==> src/rtl/axi4_lite_arbiter.sv <==
// ============================================================================
// Module      : axi4_lite_arbiter
// Description : Two-master AXI4-Lite arbiter; grants one whole transaction
//               (AW+W+B or AR+R) at a time, round-robin between masters.
//               Optional macro ARB_FIXED_PRIORITY_EN: master 0 always wins.
// Revision    : 1.0 - initial release
// ============================================================================
`default_nettype none
`timescale 1ns/1ps

module axi4_lite_arbiter #(
    parameter int DATA_W = 32,
    parameter int ADDR_W = 32
) (
    input  logic                  ACLK,
    input  logic                  ARESETn,
    // master side, slice 0 = master 0, slice 1 = master 1
    input  logic [1:0]            M_AW_VALID,
    output logic [1:0]            M_AW_READY,
    input  logic [2*ADDR_W-1:0]   M_AW_ADDR,
    input  logic [1:0]            M_W_VALID,
    output logic [1:0]            M_W_READY,
    input  logic [2*DATA_W-1:0]   M_W_DATA,
    input  logic [2*DATA_W/8-1:0] M_W_STRB,
    output logic [1:0]            M_B_VALID,
    input  logic [1:0]            M_B_READY,
    output logic [3:0]            M_B_RESP,
    input  logic [1:0]            M_AR_VALID,
    output logic [1:0]            M_AR_READY,
    input  logic [2*ADDR_W-1:0]   M_AR_ADDR,
    output logic [1:0]            M_R_VALID,
    input  logic [1:0]            M_R_READY,
    output logic [2*DATA_W-1:0]   M_R_DATA,
    output logic [3:0]            M_R_RESP,
    // slave side
    output logic                  S_AW_VALID,
    input  logic                  S_AW_READY,
    output logic [ADDR_W-1:0]     S_AW_ADDR,
    output logic                  S_W_VALID,
    input  logic                  S_W_READY,
    output logic [DATA_W-1:0]     S_W_DATA,
    output logic [DATA_W/8-1:0]   S_W_STRB,
    input  logic                  S_B_VALID,
    output logic                  S_B_READY,
    input  logic [1:0]            S_B_RESP,
    output logic                  S_AR_VALID,
    input  logic                  S_AR_READY,
    output logic [ADDR_W-1:0]     S_AR_ADDR,
    input  logic                  S_R_VALID,
    output logic                  S_R_READY,
    input  logic [DATA_W-1:0]     S_R_DATA,
    input  logic [1:0]            S_R_RESP
);

    localparam int STRB_W = DATA_W / 8;

    typedef enum logic [1:0] {
        ST_IDLE  = 2'd0,
        ST_WRITE = 2'd1,
        ST_READ  = 2'd2
    } state_t;

    state_t r_state, w_state_nxt;
    logic   r_rr,      w_rr_nxt;
    logic   r_gnt,     w_gnt_nxt;
    logic   r_aw_done, w_aw_done_nxt;
    logic   r_w_done,  w_w_done_nxt;
    logic   r_ar_done, w_ar_done_nxt;

    logic [1:0]        w_req;
    logic              w_pref;
    logic              w_sel;
    logic [ADDR_W-1:0] w_aw_addr;
    logic [ADDR_W-1:0] w_ar_addr;
    logic [DATA_W-1:0] w_w_data;
    logic [STRB_W-1:0] w_w_strb;
    logic              w_aw_vld;
    logic              w_w_vld;
    logic              w_ar_vld;
    logic              w_b_rdy;
    logic              w_r_rdy;

    assign w_req = M_AW_VALID | M_AR_VALID;

`ifdef ARB_FIXED_PRIORITY_EN
    assign w_pref = 1'b0;
`else
    assign w_pref = r_rr;
`endif

    // The non-preferred master wins only when the preferred one is silent.
    assign w_sel = w_req[w_pref] ? w_pref : ~w_pref;

    assign w_aw_addr = r_gnt ? M_AW_ADDR[2*ADDR_W-1:ADDR_W] : M_AW_ADDR[ADDR_W-1:0];
    assign w_ar_addr = r_gnt ? M_AR_ADDR[2*ADDR_W-1:ADDR_W] : M_AR_ADDR[ADDR_W-1:0];
    assign w_w_data  = r_gnt ? M_W_DATA[2*DATA_W-1:DATA_W]  : M_W_DATA[DATA_W-1:0];
    assign w_w_strb  = r_gnt ? M_W_STRB[2*STRB_W-1:STRB_W]  : M_W_STRB[STRB_W-1:0];
    assign w_aw_vld  = M_AW_VALID[r_gnt];
    assign w_w_vld   = M_W_VALID[r_gnt];
    assign w_ar_vld  = M_AR_VALID[r_gnt];
    assign w_b_rdy   = M_B_READY[r_gnt];
    assign w_r_rdy   = M_R_READY[r_gnt];

    always_comb begin
        M_AW_READY    = '0;
        M_W_READY     = '0;
        M_B_VALID     = '0;
        M_B_RESP      = '0;
        M_AR_READY    = '0;
        M_R_VALID     = '0;
        M_R_DATA      = '0;
        M_R_RESP      = '0;
        S_AW_VALID    = 1'b0;
        S_AW_ADDR     = '0;
        S_W_VALID     = 1'b0;
        S_W_DATA      = '0;
        S_W_STRB      = '0;
        S_B_READY     = 1'b0;
        S_AR_VALID    = 1'b0;
        S_AR_ADDR     = '0;
        S_R_READY     = 1'b0;
        w_state_nxt   = r_state;
        w_rr_nxt      = r_rr;
        w_gnt_nxt     = r_gnt;
        w_aw_done_nxt = r_aw_done;
        w_w_done_nxt  = r_w_done;
        w_ar_done_nxt = r_ar_done;

        case (r_state)
            ST_IDLE: begin
                if (|w_req) begin
                    w_gnt_nxt   = w_sel;
                    w_state_nxt = M_AW_VALID[w_sel] ? ST_WRITE : ST_READ;
                end
            end
            ST_WRITE: begin
                S_AW_VALID        = w_aw_vld & ~r_aw_done;
                S_AW_ADDR         = w_aw_addr;
                M_AW_READY[r_gnt] = S_AW_READY & ~r_aw_done;
                S_W_VALID         = w_w_vld & ~r_w_done;
                S_W_DATA          = w_w_data;
                S_W_STRB          = w_w_strb;
                M_W_READY[r_gnt]  = S_W_READY & ~r_w_done;
                M_B_VALID[r_gnt]  = S_B_VALID;
                S_B_READY         = w_b_rdy;
                if (r_gnt) M_B_RESP[3:2] = S_B_RESP;
                else       M_B_RESP[1:0] = S_B_RESP;

                if (w_aw_vld & ~r_aw_done & S_AW_READY) w_aw_done_nxt = 1'b1;
                if (w_w_vld & ~r_w_done & S_W_READY)    w_w_done_nxt  = 1'b1;
                if (S_B_VALID & w_b_rdy) begin
                    w_state_nxt   = ST_IDLE;
                    w_rr_nxt      = ~r_gnt;
                    w_aw_done_nxt = 1'b0;
                    w_w_done_nxt  = 1'b0;
                end
            end
            ST_READ: begin
                S_AR_VALID        = w_ar_vld & ~r_ar_done;
                S_AR_ADDR         = w_ar_addr;
                M_AR_READY[r_gnt] = S_AR_READY & ~r_ar_done;
                M_R_VALID[r_gnt]  = S_R_VALID;
                S_R_READY         = w_r_rdy;
                if (r_gnt) begin
                    M_R_DATA[2*DATA_W-1:DATA_W] = S_R_DATA;
                    M_R_RESP[3:2]               = S_R_RESP;
                end else begin
                    M_R_DATA[DATA_W-1:0]        = S_R_DATA;
                    M_R_RESP[1:0]               = S_R_RESP;
                end

                if (w_ar_vld & ~r_ar_done & S_AR_READY) w_ar_done_nxt = 1'b1;
                if (S_R_VALID & w_r_rdy) begin
                    w_state_nxt   = ST_IDLE;
                    w_rr_nxt      = ~r_gnt;
                    w_ar_done_nxt = 1'b0;
                end
            end
            default: w_state_nxt = ST_IDLE;
        endcase
    end

    always_ff @(posedge ACLK or negedge ARESETn) begin
        if (!ARESETn) begin
            r_state   <= ST_IDLE;
            r_rr      <= 1'b0;
            r_gnt     <= 1'b0;
            r_aw_done <= 1'b0;
            r_w_done  <= 1'b0;
            r_ar_done <= 1'b0;
        end else begin
            r_state   <= w_state_nxt;
            r_rr      <= w_rr_nxt;
            r_gnt     <= w_gnt_nxt;
            r_aw_done <= w_aw_done_nxt;
            r_w_done  <= w_w_done_nxt;
            r_ar_done <= w_ar_done_nxt;
        end
    end

endmodule

`default_nettype wire

==> config.mk <==
export PLATFORM = sky130hd
export DESIGN_NAME = axi4_lite_arbiter
export DESIGN_NICKNAME = d
export VERILOG_FILES = /design/src/rtl/axi4_lite_arbiter.sv
export SDC_FILE = /design/constraint.sdc
export NUM_CORES = 1
export LEC_CHECK = 0
export BUFFER_PORTS_ARGS = -buffer_cell sky130_fd_sc_hd__buf_2
export CAP_MARGIN = 15
export CORE_AREA = 2 2 170 172
export CTS_BUF_LIST = sky130_fd_sc_hd__clkbuf_2 sky130_fd_sc_hd__clkbuf_4 sky130_fd_sc_hd__clkbuf_8
export DETAILED_ROUTE_END_ITERATION = 10
export DIE_AREA = 0 0 172 174
export GPL_TIMING_DRIVEN = 0
export PLACE_DENSITY = 0.42
export SKIP_LAST_GASP = 1
export SLEW_MARGIN = 20
export SYNTH_ARGS = -nofsm -noshare
export SYNTH_HDL_FRONTEND = slang
export SYNTH_SLANG_ARGS = --single-unit
==> constraint.sdc <==
create_clock -name ACLK -period 1.8 [get_ports ACLK]
set_input_delay 0.36 -clock ACLK [delete_from_list [all_inputs] [get_ports ACLK]]
set_output_delay 0.36 -clock ACLK [all_outputs]
set_load 0.01 [all_outputs]
=== After elaboration in Yosys (flattened, before gate mapping) ===
Index checks and enable logic that the tools add are counted.

* Shifts and indexed selects: 0
* Order comparisons: 4
* Add/subtract/negate cells: 0
* Equality and inequality tests: 5
* Mux-type cells: 58
* Reductions and logical operators: 13
* Multipliers: 0
* Bitwise gates (word level): 22
* Divide/modulo/power cells: 0

{| class="wikitable"
|+ Operator list
! kind !! number
|-
| $mux W32 || 8
|-
| $mux W64 || 1
|-
| $mux W1 || 29
|-
| $mux W2 || 13
|-
| $mux W4 || 4
|-
| $and A1 B1 Y1 || 11
|-
| $and A2 B2 Y2 || 5
|-
| $reduce_and A2 Y1 || 4
|-
| $reduce_bool A2 Y1 || 4
|-
| $lt A1 B2 Y1 const B || 3
|-
| $ne A2 B2 Y1 const B || 3
|-
| $pmux W2 S3 || 1
|-
| $reduce_and A3 Y1 || 2
|-
| $not A1 Y1 || 5
|-
| $eq A2 B1 Y1 const B || 1
|-
| $eq A2 B2 Y1 const B || 1
|-
| $logic_not A2 Y1 || 1
|-
| $or A2 B2 Y2 || 1
|-
| $pmux W1 S2 || 1
|-
| $reduce_or A2 Y1 || 1
|-
| $demux W1 S1 || 1
|-
| $ge A1 B1 Y1 const B || 1
|-
| $logic_and A1 B1 Y1 || 1
|}

* Memories kept: 0
* Memory bits (read-only): 0
* Bits in registers: 7
* Latch bits: 0
* Bits in writable memories: 0

=== Longest topological paths before layout ===
Gate-level depths: netlist of run 1.

* Word-level depth: 9
* Gate-level depth with buffers: 5
* Depth with buffers taken out: 4

=== Least setup slack after synthesis of run 1 ===
Ideal clock, no wire load.

* Path type: register to output
* Start point: register r_gnt
* End point: output M_AR_READY[0]
* Slack: 0.281 ns
* Data required time: 1.440 ns
* Stages on the path, launching flop included: 5
* Arrival time: 1.159 ns
* Path buffers: 3
* Cell sequence: dfrtp_1 > buf_4 > buf_4 > buf_2 > nor3_1

* Cells in the longest elaborated chain, start to end: 6
* Elaborated cells on any way between the ends: 7

{| class="wikitable"
|+ Ends and longest elaborated chain
! item !! line !! source
|-
| start, declared || 65 || <nowiki>logic r_gnt, w_gnt_nxt;</nowiki>
|-
| start signal, assigned || 194 || <nowiki>r_gnt <= w_gnt_nxt;</nowiki>
|-
| $lt A1 B2 Y1 (not written as such) / $ge A1 B1 Y1 (equally long branches) || 161 || <nowiki>M_AR_READY[r_gnt] = S_AR_READY & ~r_ar_done;</nowiki>
|-
| $logic_and A1 B1 Y1 (not written as such) || 161 ||
|-
| $mux W1 (not written as such) || 161 ||
|-
| $demux W1 S1 * || 161 ||
|-
| $and A2 B2 Y2 (no line) * || n/a ||
|-
| $mux W2 * || 129 || <nowiki>case (r_state)</nowiki>
|-
| end, declared || 29 || <nowiki>output logic [1:0] M_AR_READY,</nowiki>
|}

Mark *: on every way between the ends. The rest lies on a longest branch, timed or not.

=== Worst setup path after layout of run 1 ===
* Start point: register r_gnt
* End point: output S_W_DATA[28]

* Cells in the longest elaborated chain, start to end: 2

{| class="wikitable"
|+ Ends and longest elaborated chain
! item !! line !! source
|-
| $mux W32 || 96 || <nowiki>assign w_w_data = r_gnt ? M_W_DATA[2*DATA_W-1:DATA_W] : M_W_DATA[DATA_W-1:0];</nowiki>
|-
| $mux W32 || 129 ||
|-
| end, declared || 41 || <nowiki>output logic [DATA_W-1:0] S_W_DATA,</nowiki>
|}

Every way passes these cells.

==> impl_metrics.env, run 1 <==
export IMPL_run_status="finished with violations"
export IMPL_violations="negative setup slack"
export IMPL_tritoncts="built"
export IMPL_num_nets_final=1110
export IMPL_post_detail_place_hpwl_mm=19.18
export IMPL_dpl_instance_area_um2=5294
export IMPL_gr_usage_all_layers=0.1392
export IMPL_detailedRoute_firstPassIterationCount=4
export IMPL_ys_ff_latch=7
export IMPL_timing_critical_path_arrival_ns=1.61
export IMPL_yosys_top_cells_area="sky130_fd_sc_hd__mux2i_1 40%, sky130_fd_sc_hd__nor2_1 16%, sky130_fd_sc_hd__and2_1 9.1%"
export IMPL_crit_path_start_kind="register"
export IMPL_synth_area_um2=2616
export IMPL_worstHoldPathType="input port to register"
export IMPL_gpl_final_weighted_congestion=0.7720
export IMPL_syn_avg_cell_area_um2=6.940
export IMPL_critPathBufInv=4
export IMPL_cell_type_contributing_the_most_total_cell_area_after_synthesis="sky130_fd_sc_hd__mux2i_1"
export IMPL_cts_sinks=7
export IMPL_grt_setup_unrepaired="yes"
export IMPL_die_w_um=172
export IMPL_synth_ff_type="sky130_fd_sc_hd__dfrtp_1"
export IMPL_synth_async_sr_flop_share=1.000
export IMPL_list_of_cells_traversed_by_the_critical_path="buf_12 -> buf_12 -> buf_12 -> mux2i_4 -> nor2_1 -> buf_2"
export IMPL_die_height_um=174
export IMPL_antennaDiodeCount=0
export IMPL_cts_made_buffers=3
export IMPL_min_period_ns=1.971
export IMPL_mappedNetlistNets=630
export IMPL_leakage_nw=3.842
export IMPL_finalWorstSetupSlack_ns=-0.1710
export IMPL_vdd_drop_max_mv=0.5511
export IMPL_slowest_stage="sky130_fd_sc_hd__dfrtp_1"
export IMPL_clkLatencyLatePin_ns=0.22
export IMPL_worst_ep_required_ns=1.44
export IMPL_root_buffer="sky130_fd_sc_hd__clkbuf_8"
export IMPL_placed_cell_count=1200
export IMPL_route_detailed_wl_per_inst_um=18.98
export IMPL_share_of_layout_cells_above_drive_strength_1=0.6974
export IMPL_slew_violations=0
export IMPL_detail_route_antenna_nets=0
export IMPL_clock_path_buffers=2
export IMPL_synth_most_common_cell="sky130_fd_sc_hd__nor2_1"
export IMPL_fp_coreArea_um2=28240
export IMPL_detail_route_vias_per_cell=3.869
export IMPL_clk_pin_slew_ns=0.04
export IMPL_first_iter_violations=160
export IMPL_netlist_instances=377
export IMPL_effective_utilization_at_floorplan=0.09265
export IMPL_synth_sequential_area_ratio=0.06695
export IMPL_power_per_cell_area_nw_per_um2=1395
export IMPL_drc=0
export IMPL_criticalPathCategory="register to output pin"
export IMPL_dr_total_vias=4798
export IMPL_maximum_number_of_pins_on_one_net_before_global_route_repair=11
export IMPL_path_max_fanout=10
export IMPL_endpoint_kind="output pin"
export IMPL_timing_slew_headroom=0.6169
export IMPL_gate_family_responsible_for_the_most_delay_along_the_worst_path="buffers and inverters"
export IMPL_first_pass_grt_wire_length_mm=30.46
export IMPL_fmax_mhz=507.3
export IMPL_die_area_um2=29930
export IMPL_globalRoute_totalOverflow=0
export IMPL_flow_area_growth_from_synthesis_pct=162.7
export IMPL_synth_common_cells="111 x sky130_fd_sc_hd__nor2_1, 105 x sky130_fd_sc_hd__mux2i_1, 38 x sky130_fd_sc_hd__and2_1, 38 x sky130_fd_sc_hd__and3_1, 13 x sky130_fd_sc_hd__buf_2"
export IMPL_synthDominantCellAreaShare=0.4017
export IMPL_layout_cells_non_filler=1240
export IMPL_timing_final_hold_violations=0
export IMPL_std_cell_rows=62
export IMPL_timing_critical_path_mode_cell="sky130_fd_sc_hd__buf_12"
export IMPL_placement_io_buffers=439
export IMPL_synth_warnings=0
export IMPL_worst_path_largest_cell_delay_ns=0.36
export IMPL_number_of_global_route_vias_before_repair=4807
export IMPL_timing_clock_skew_ns=0.0009378
export IMPL_boundaryPins=440
export IMPL_maxCapViolations=0
export IMPL_totalWireLength_mm=23.53
export IMPL_final_setup_viol_count=160
export IMPL_synth_distinct_cells=25
export IMPL_synth_enable_flop_cells=0
export IMPL_number_of_antenna_violations_at_the_first_check_in_global_routing=2
export IMPL_final_instance_area_um2=6873
export IMPL_worstMarginPinSlew_ns=0.5672
export IMPL_final_period_utilization=1.095
export IMPL_h_tree_depth=1
==> stage by stage <==
step	util	total power (W)	hold WS (ns)	setup WS (ns)	TNS, ns
6_report	0.2434	0.009589	0.4017	-0.1710	-13.66
2_1_floorplan	-	0.003754	0.06441	0.2813	0
3_3_place_gp	0.1875	0.006246	0.2100	-0.3229	-19.39
4_1_cts	0.2270	0.008741	0.3993	-0.1944	-17.62
5_1_grt	0.2434	0.01017	0.4023	-0.2383	-25.84
3_5_place_dp	0.1875	0.006240	0.2084	-0.3260	-17.67
==> layout make-up <==
class / instances / area (um2)
Clock buffer: 4 / 48.80
Buffer: 33 / 530.5
Timing Repair Buffer: 477 / 2897
Sequential cell: 7 / 177.7
Multi-Input combinational cell: 332 / 2728
Fill cell: 3210 / 21360
Inverter: 3 / 11.26
Tap cell: 384 / 480.5
==> final timing paths <==
kind | start | cells after the start | to | slack (ns)
max in group asynchronous | ARESETn | 2 | r_state[0] | 1.12
worst min register to register | r_w_done | 2 | r_w_done | 0.55
min in group asynchronous | ARESETn | 2 | r_gnt | 0.51
worst max register to register | r_gnt | 6 | r_rr | 0.40
worst min-delay path | S_B_VALID | 2 | r_w_done | 0.40
worst max-delay path | r_gnt | 6 | S_W_DATA[28] | -0.17
==> per-layer routing <==
metal / vias up / share of wire / global-route usage / wire, um
li1: 2256 / - / - / -
met1: 2236 / 0.39 / 0.1612 / 9229
met2: 284 / 0.52 / 0.2704 / 12160
met3: 22 / 0.068 / 0.01343 / 1611
met4: 0 / 0.023 / 0.03116 / 535
met5: - / 0 / 0 / 0
==> state kept, by name (all words and copies together) (netlist names) <==
name / count
r_ar_done: 1
r_gnt: 1
r_state: 2
r_w_done: 1
r_rr: 1
r_aw_done: 1
==> repair_timing <==
action                                 4_1_cts  5_1_grt
gates resized for setup                    157       75
endpoints found under the hold margin        7        0
buffers inserted                            19        7
pin swaps                                   11        8
gates cloned                                 8        5
setup endpoints to repair                  186      187
hold buffers                                 1        0
==> placed cells by master, fill, tap and decap left out, drive strengths merged <==
cell type,netlist,layout
o22ai,1,1
a21oi,8,8
nor2b,2,2
and2,38,38
o221ai,1,1
inv,3,3
nand2,5,5
nor2,112,112
a31oi,3,3
a211oi,2,2
and2b,1,1
dlygate4sd3,0,1
o2bb2ai,1,1
nand2b,6,6
o41ai,1,1
buf,29,504
dfrtp,7,7
mux2i,105,105
nor3,6,6
and3,38,38
nand3,2,2
clkbuf,6,9
==> kinds of logic (layout without fill, tap and decap cells) <==
kind of cell / after synthesis / after routing / synth area share
AO/OA/AOI/OAI: 17 / 17 / 0.04065
buffers and inverters: 38 / 517 / 0.09660
flip-flops: 7 / 7 / 0.06695
multiplexers: 105 / 105 / 0.4017
AND/OR/NAND/NOR: 210 / 210 / 0.3941
==> power breakdown <==
part / switching, W / internal (W) / total (W)
sequential: 0.0000863 / 0.000235 / 0.000322
clock: 0.0000647 / 0.000168 / 0.000233
combinational: 0.00434 / 0.00470 / 0.00903
Note: power is estimated with default switching activity, not from simulation.
==> run 2: changes to the inputs <==
--- a/config.mk
+++ b/config.mk
@@ -12,7 +12,7 @@
 export DETAILED_ROUTE_END_ITERATION = 10
 export DIE_AREA = 0 0 172 174
 export GPL_TIMING_DRIVEN = 0
-export PLACE_DENSITY = 0.42
+export PLACE_DENSITY = 0.32
 export SKIP_LAST_GASP = 1
 export SLEW_MARGIN = 20
 export SYNTH_ARGS = -nofsm -noshare
==> run 2 against run 1 <==
The flow still finishes with violations (negative setup slack). Register-to-register slack got worse by 0.13 ns. Final area is 3.2% higher. Final cell count is 0.56% higher. Fmax is 0.24% lower. Global-route usage down 0.17 points. Sequential power about the same. Combinational power is essentially flat. Clock power is 4% higher. Critical endpoint is now S_W_DATA[24].
==> impl_metrics.env, run 2 (synthesized netlist as in run 1, its figures left out) <==
export IMPL_final_seq_area_um2=177.7
export IMPL_path_max_fanout=7
export IMPL_num_nets_final=1114
export IMPL_effective_utilization_at_floorplan=0.09265
export IMPL_number_of_antenna_violations_at_the_first_check_in_global_routing=5
export IMPL_first_iter_violations=126
export IMPL_gate_family_responsible_for_the_most_delay_along_the_worst_path="buffers and inverters"
export IMPL_maxCapViolations=0
export IMPL_fillerInstances=3194
export IMPL_commonest_non_fill_non_tap_cell_in_the_layout="sky130_fd_sc_hd__buf_2"
export IMPL_flow_area_growth_from_synthesis_pct=171.2
export IMPL_total_power_w=0.009608
export IMPL_die_height_um=174
export IMPL_die_area_um2=29930
export IMPL_violations="negative setup slack"
export IMPL_clk_pin_slew_ns=0.04
export IMPL_clock_path_buffers=2
export IMPL_fp_coreArea_um2=28240
export IMPL_min_period_ns=1.976
export IMPL_worstHoldPathType="input port to register"
export IMPL_cts_made_buffers=3
export IMPL_grt_setup_unrepaired="yes"
export IMPL_dr_total_vias=4706
export IMPL_first_pass_grt_wire_length_mm=30.01
export IMPL_detail_route_antenna_nets=0
export IMPL_post_detail_place_hpwl_mm=18.37
export IMPL_totalWireLength_mm=22.97
export IMPL_die_w_um=172
export IMPL_clkLatencyLatePin_ns=0.23
export IMPL_critPathBufInv=4
export IMPL_number_of_flip_flops_under_the_largest_register_name=2
export IMPL_boundaryPins=440
export IMPL_placement_io_buffers=439
export IMPL_root_buffer="sky130_fd_sc_hd__clkbuf_8"
export IMPL_criticalPathCategory="register to output pin"
export IMPL_final_setup_viol_count=160
export IMPL_fmax_mhz=506.1
export IMPL_multi_input_area_um2=2848
export IMPL_drc=0
export IMPL_final_period_utilization=1.098
export IMPL_worst_ep_required_ns=1.44
export IMPL_detail_route_vias_per_cell=3.774
export IMPL_route_detailed_wl_per_inst_um=18.42
export IMPL_largest_register="r_state"
export IMPL_run_status="finished with violations"
export IMPL_crit_path_start_kind="register"
export IMPL_timing_final_hold_violations=0
export IMPL_maximum_number_of_pins_on_one_net_before_global_route_repair=11
export IMPL_gr_usage_all_layers=0.1375
export IMPL_tritoncts="built"
export IMPL_share_of_layout_cells_above_drive_strength_1=0.7302
export IMPL_std_cell_rows=62
export IMPL_commonest_non_fill_non_tap_cells_in_the_layout="402 x sky130_fd_sc_hd__buf_2, 87 x sky130_fd_sc_hd__nor2_1, 62 x sky130_fd_sc_hd__mux2i_1"
export IMPL_number_of_global_route_vias_before_repair=4885
export IMPL_timing_critical_path_arrival_ns=1.62
export IMPL_worst_path_largest_cell_delay_ns=0.36
export IMPL_endpoint_kind="output pin"
export IMPL_h_tree_depth=1
export IMPL_timing_clock_skew_ns=0.001490
export IMPL_gpl_final_weighted_congestion=0.7357
export IMPL_final_util=0.2513
export IMPL_list_of_cells_traversed_by_the_critical_path="buf_12 -> buf_16 -> clkbuf_16 -> mux2i_4 -> nor2_2 -> buf_2"
export IMPL_slowest_stage="sky130_fd_sc_hd__dfrtp_1"
export IMPL_leakage_nw=3.892
export IMPL_finalWorstSetupSlack_ns=-0.1758
export IMPL_cts_sinks=7
export IMPL_timing_slew_headroom=0.6256
export IMPL_slew_violations=0
export IMPL_detailedRoute_firstPassIterationCount=4
export IMPL_globalRoute_totalOverflow=0
export IMPL_vdd_drop_max_mv=0.4838
export IMPL_worstMarginPinSlew_ns=0.5543
export IMPL_power_per_cell_area_nw_per_um2=1354
run 2: cell count changes in the layout (fill, tap and decap cells not counted), moves of 3 or more:
cell | previous run | this run
sky130_fd_sc_hd__buf_6 | 25 | 54
sky130_fd_sc_hd__buf_2 | 426 | 402
sky130_fd_sc_hd__and3_4 | 13 | 10
sky130_fd_sc_hd__and2_4 | 1 | 24
sky130_fd_sc_hd__nor2_4 | 4 | 9
sky130_fd_sc_hd__clkbuf_4 | 1 | 4
sky130_fd_sc_hd__diode_2 | 0 | 3
sky130_fd_sc_hd__buf_12 | 20 | 16
sky130_fd_sc_hd__buf_8 | 12 | 8
sky130_fd_sc_hd__and3_1 | 25 | 28
sky130_fd_sc_hd__and2_1 | 37 | 14
sky130_fd_sc_hd__nor2_1 | 93 | 87
run 2: per-stage QoR:
stage	hold WS (ns)	worst slack [ns]	TNS, ns	instance area, um2	std cells
6_report	0.3880	-0.1758	-12.32	7096	1247
5_1_grt	0.4079	-0.2199	-23.21	7093	1246
4_1_cts	0.3891	-0.2016	-15.88	6660	1241
3_5_place_dp	0.2197	-0.3614	-16.65	5294	1200
3_3_place_gp	0.2176	-0.3542	-20.16	5294	1200
2_1_floorplan	0.06441	0.2813	0	2616	377
run 2: cell type report:
class | instances | area share
multi-input cells | 334 | 0.4013
diodes | 3 | 0.001058
well taps | 384 | 0.06771
repair buffers | 481 | 0.4331
inverters | 3 | 0.001587
plain buffers | 31 | 0.06330
clock buffers | 4 | 0.006877
flip-flops and latches | 7 | 0.02504
run 2: report_power, final:
part	switching (W)	internal, W	total [W]
Sequential	0.0000855	0.000235	0.000321
Clock	0.0000736	0.000169	0.000242
Combinational	0.00432	0.00473	0.00904
Total	0.00448	0.00513	0.00961
run 2: repair_timing:
action / in CTS / in global routing
resized for setup: 209 / 82
pin swaps: 47 / 13
cloned: 15 / 2
buffers inserted: 23 / 5
hold buffers: 1 / 0
setup endpoints to repair: 186 / 186
endpoints found under the hold margin: 7 / 0
run 2: final timing paths:
check	from	end	slack, ns	cells past startpoint
setup / recovery	r_gnt	S_W_DATA[24]	-0.18	6
min in group asynchronous	ARESETn	r_aw_done	0.51	2
hold reg to reg	r_w_done	r_w_done	0.55	2
hold / removal	S_B_VALID	r_aw_done	0.39	2
setup reg to reg	r_gnt	r_ar_done	0.27	8
max in group asynchronous	ARESETn	r_state[0]	1.11	2
run 2: per-layer routing:
metal,GRT usage,vias up,wire (um),part of all wire
met1,0.1430,2136,8187,0.36
met4,0.02906,0,463,0.020
met5,0,-,0,0
met3,0.01935,24,1699,0.074
li1,-,2265,-,-
met2,0.2833,281,12620,0.55
